==> src/rtl/hazard_ctrl.sv <==
// hazard_ctrl: pipeline hazard controller for a 5-stage in-order core.
// Produces per-stage write enables and bubble injects for load-use
// hazards, taken branches and data-memory waits, with a bounded memory
// wait (timeout raises a sticky error), plus a saturating stall counter.
module hazard_ctrl #(
  parameter int MEM_TIMEOUT = 16,
  parameter int CNT_W       = 16
) (
  input  logic             clk_i,
  input  logic             rst_ni,
  input  logic [4:0]       id_rs1_i,
  input  logic [4:0]       id_rs2_i,
  input  logic             id_use_rs1_i,
  input  logic             id_use_rs2_i,
  input  logic [4:0]       ex_rd_i,
  input  logic             ex_mem_read_i,
  input  logic             ex_br_taken_i,
  input  logic             mem_req_i,
  input  logic             mem_ready_i,
  output logic             pc_en_o,
  output logic             if_id_en_o,
  output logic             id_ex_en_o,
  output logic             ex_mem_en_o,
  output logic             if_id_flush_o,
  output logic             id_ex_flush_o,
  output logic             mem_err_o,
  output logic [CNT_W-1:0] stall_cnt_o
);

  // The wait counter only has to reach MEM_TIMEOUT-1.
  localparam int WCNT_W = (MEM_TIMEOUT > 1) ? $clog2(MEM_TIMEOUT) : 1;
  localparam logic [WCNT_W-1:0] WAIT_LAST = WCNT_W'(MEM_TIMEOUT - 1);

  typedef enum logic {
    RUN      = 1'b0,
    MEM_WAIT = 1'b1
  } state_e;

  state_e            state_q, state_d;
  logic [WCNT_W-1:0] waitCnt_q, waitCnt_d;
  logic              memErr_q, memErr_d;
  logic [CNT_W-1:0]  stallCnt_q, stallCnt_d;

  logic timeout;
  logic memStall;
  logic luHazard;

  assign timeout  = (state_q == MEM_WAIT) && (waitCnt_q == WAIT_LAST);
  assign memStall = mem_req_i && !mem_ready_i && !timeout;
  assign luHazard = ex_mem_read_i && (ex_rd_i != 5'd0) &&
                    ((id_use_rs1_i && (id_rs1_i == ex_rd_i)) ||
                     (id_use_rs2_i && (id_rs2_i == ex_rd_i)));

  // Prioritised enable/flush decode; everything is held low while reset is asserted.
  always_comb begin
    pc_en_o       = 1'b0;
    if_id_en_o    = 1'b0;
    id_ex_en_o    = 1'b0;
    ex_mem_en_o   = 1'b0;
    if_id_flush_o = 1'b0;
    id_ex_flush_o = 1'b0;
    if (!rst_ni) begin
      pc_en_o = 1'b0;
    end else if (memStall) begin
      pc_en_o = 1'b0;
    end else if (ex_br_taken_i) begin
      pc_en_o       = 1'b1;
      if_id_en_o    = 1'b1;
      id_ex_en_o    = 1'b1;
      ex_mem_en_o   = 1'b1;
      if_id_flush_o = 1'b1;
      id_ex_flush_o = 1'b1;
    end else if (luHazard) begin
      // Hold PC and IF/ID, push one bubble into ID/EX; the bubble clears the load next cycle.
      id_ex_en_o    = 1'b1;
      ex_mem_en_o   = 1'b1;
      id_ex_flush_o = 1'b1;
    end else begin
      pc_en_o     = 1'b1;
      if_id_en_o  = 1'b1;
      id_ex_en_o  = 1'b1;
      ex_mem_en_o = 1'b1;
    end
  end

  // Next-state logic for the memory-wait FSM, the sticky error and the stall counter.
  always_comb begin
    state_d    = state_q;
    waitCnt_d  = waitCnt_q;
    // A timeout only counts as an error if the access was still pending and not completing.
    memErr_d   = memErr_q | (timeout && mem_req_i && !mem_ready_i);
    stallCnt_d = stallCnt_q;
    if (!pc_en_o && (stallCnt_q != {CNT_W{1'b1}})) begin
      stallCnt_d = stallCnt_q + CNT_W'(1);
    end
    case (state_q)
      RUN: begin
        if (memStall) begin
          state_d   = MEM_WAIT;
          waitCnt_d = '0;
        end
      end
      MEM_WAIT: begin
        if (mem_ready_i || !mem_req_i || timeout) begin
          state_d   = RUN;
          waitCnt_d = '0;
        end else begin
          waitCnt_d = waitCnt_q + WCNT_W'(1);
        end
      end
      default: begin
        state_d   = RUN;
        waitCnt_d = '0;
      end
    endcase
  end

  // State registers; reset abandons any wait without flagging an error.
  always_ff @(posedge clk_i or negedge rst_ni) begin
    if (!rst_ni) begin
      state_q    <= RUN;
      waitCnt_q  <= '0;
      memErr_q   <= 1'b0;
      stallCnt_q <= '0;
    end else begin
      state_q    <= state_d;
      waitCnt_q  <= waitCnt_d;
      memErr_q   <= memErr_d;
      stallCnt_q <= stallCnt_d;
    end
  end

  assign mem_err_o   = memErr_q;
  assign stall_cnt_o = stallCnt_q;

endmodule

==> config.mk <==
export PLATFORM = sky130hd
export DESIGN_NAME = hazard_ctrl
export DESIGN_NICKNAME = d
export VERILOG_FILES = /design/src/rtl/hazard_ctrl.sv
export SDC_FILE = /design/constraint.sdc
export NUM_CORES = 1
export LEC_CHECK = 0
export ABC_AREA = 1
export CORE_MARGIN = 4
export CORE_UTILIZATION = 50
export CTS_CLUSTER_DIAMETER = 150
export DETAILED_ROUTE_END_ITERATION = 6
export GPL_TIMING_DRIVEN = 0
export PLACE_DENSITY_LB_ADDON = 0.2
export SLEW_MARGIN = 20
export SYNTH_ARGS = -nofsm -noshare
export SYNTH_HDL_FRONTEND = slang
export SYNTH_SLANG_ARGS = --single-unit
==> constraint.sdc <==
create_clock -name clk_i -period 4.6 [get_ports clk_i]
set_input_delay 0.69 -clock clk_i [delete_from_list [all_inputs] [get_ports clk_i]]
set_output_delay 0.69 -clock clk_i [all_outputs]
set_load 0.005 [all_outputs]
==> out/metrics.csv <==
metric;value;unit
hold_buf cts;0;
pin count of the biggest net entering global routing;24;
first-pass GRT wire length;6160;um
clock buffer count from CTS;3;
Initial Utilization;52.0;%
Detail Route Antenna Nets;0;
RD Place Congestion;0.927;
area growth from synthesis to layout;33.8;%
RSZ-0062 raised after global routing;false;
critical path data arrival time;2870;ps
pre-CTS WS;415;ps
initial antenna violation count;0;
total die area;4140;um^2
worst-path cell chain;clkdlybuf4s50_1, inv_1, nor3_4, nor2_4, nand2_1, clkbuf_1, nand2_1, buf_4, clkdlybuf4s50_1;
Fmax;281;MHz
PwrDens;244;nW/um^2
Worst path top cell family by delay;buffers and inverters;
Final Total Pwr;519;uW
CTS tree;done;
Fillers;256;
GRT Total Usage;18.5;%
Lkg Pwr;1.07;nW
Die Height;64.4;um
final critical-path share of the clock period;77.4;%
Worst-path clk slew;120;ps
n_diodes;0;
Top Ports;46;
worst-path maximum fanout;10;
max-slew violations;0;
mean post-synth cell area;6.99;um^2
Overflow after GRT;0;
Via density;4.93;
most frequent cells in the layout;nand2_1 (88), clkdlybuf4s50_1 (44), inv_1 (26), dfrtp_1 (22), nand4_1 (21);
Crit Path Category;input pin to output pin;
Buf/Inv on CP;5;
drt pass-1 iters;4;
HP Class;input pin to asynchronous set/reset pin;
layout cell share with drive strength beyond 1;8.33;%
CTS Root Cell;clkbuf_4;
CTS H-Tree Depth;1;
#FFs+latches synth;22;
hpwl dp;2810;um
vias in the first global route;1450;
Slew @ Worst Pin;493;ps
status;finished clean;
critical path launch point type;input pin;
fin nets;302;
Die Wd;64.4;um
Final WS setup;1040;ps
Finish-stage setup viols;0;
met1 Use GR;24.6;%
Mapped Area;1590;um^2
Crit path required time;3910;ps
reg2reg path depth;9;
met3 Track Usage GR;2.99;%
worst-skew pair later-pin latency;310;ps
area post-placement;2090;um^2
post-route cell area;2120;um^2
Synth cell types;24;
total clock sinks;22;
initial DRC count;86;
setup_tns;0;ps
maximum single-stage delay on the critical path;450;ps
Ys Warns;0;
max cap viols;0;
total routed wirelength;3570;um
Routed wire per std cell;11.1;um
Core Rows;20;
cts repair resizes;0;
DRC viols;0;
final hold vios;0;
global route hottest layer;met2;
post-synthesis cell count;227;
met2 Resource Use GR;30.7;%
CP max stage cell;clkdlybuf4s50_1;
post-synthesis sequential area ratio;34.7;%
commonest non-fill, non-tap cell in the layout;nand2_1;
Setup crit end kind;output pin;
Setup Buffers After CTS;0;
Mapped Nets;252;
critical path depth;9;
core area;3050;um^2
post-layout min period;3560;ps
peak supply drop;113;uV
relative slew slack;67.1;%
port bufs;45;
Longest Clk Path Bufs;2;
via count;1576;
clk_skew;9.51;ps
## cell families (layout without fill, tap and decap cells)
group | count (synthesis) | count (layout) | share of synthesized area [%]
XOR/XNOR | 12 | 12 | 6.62
flip-flops | 22 | 22 | 34.7
AO/OA/AOI/OAI | 7 | 7 | 2.52
AND/OR/NAND/NOR | 151 | 151 | 45.6
buffers and inverters | 33 | 82 | 8.98
adder cells (fa/ha/maj) | 2 | 2 | 1.58
## final timing paths
path                              start         endpoint  slack (ps)
max reg2reg                waitCnt_q[0]  stall_cnt_o[12]        2620
max in group asynchronous        rst_ni  stall_cnt_o[14]        3940
min                              rst_ni     waitCnt_q[2]         320
min in group clk_i            mem_err_o        mem_err_o         480
min reg2reg                   mem_err_o        mem_err_o         480
max                           mem_req_i          pc_en_o        1040
## worst reg2reg max path, stage by stage (launching register included)
cell and delay [ps]:
dfrtp_1 430, ha_1 240, nand2_1 80, nor3_2 60, nor3_4 250, nor2_4 70, nand2_1 140, clkbuf_1 400
nand4_1 170, nand2_1 90
## where the power goes
part           leakage (nW)  internal, mW  switching, mW
clock                0.0210        0.0484         0.0579
sequential            0.299         0.214         0.0309
combinational         0.753        0.0943         0.0726
## cell type report
cell class	count	area, um^2	share of cell area (%)
multi-input cells	172	895	42.1
flip-flops and latches	22	551	25.9
well taps	44	55.1	2.59
plain buffers	7	45.0	2.12
repair buffers	45	445	21.0
clock buffers	4	36.3	1.71
inverters	26	97.6	4.59
## sequential cells by signal (all words and copies together), names as in the netlist
name,flops
stall_cnt_o,16
state_q,1
mem_err_o,1
waitCnt_q,4
## layer usage
metal	up-vias	wire, um
li1	833	-
met1	701	1720
met2	40	1650
met3	2	177
met4	0	16
met5	-	0
## per-stage QoR
step / std cells / utilization, % / hold slack [ps]
after floorplan: 227 / - / 394
after global placement: 316 / 68.6 / 446
after detailed placement: 316 / 68.6 / 461
after CTS: 320 / 69.8 / 485
after global routing: 320 / 69.6 / 359
final: 320 / 69.6 / 316
## Yosys cell counts, drive strengths merged
cell / count / area share, %
nand2: 92 / 23
nand3: 12 / 4.6
nor3b: 1 / 1.2
ha: 2 / 1.6
o31ai: 1 / 0.47
clkbuf: 1 / 0.24
dfrtp: 22 / 35
nand4: 21 / 8.3
buf: 6 / 2.6
xnor2: 5 / 2.8
inv: 26 / 6.1
xor2: 7 / 3.9
nor2: 20 / 5.7
nor3: 5 / 3.2
a21o: 1 / 0.47
o21ai: 5 / 1.6
Note: power is estimated with default switching activity, not from simulation.
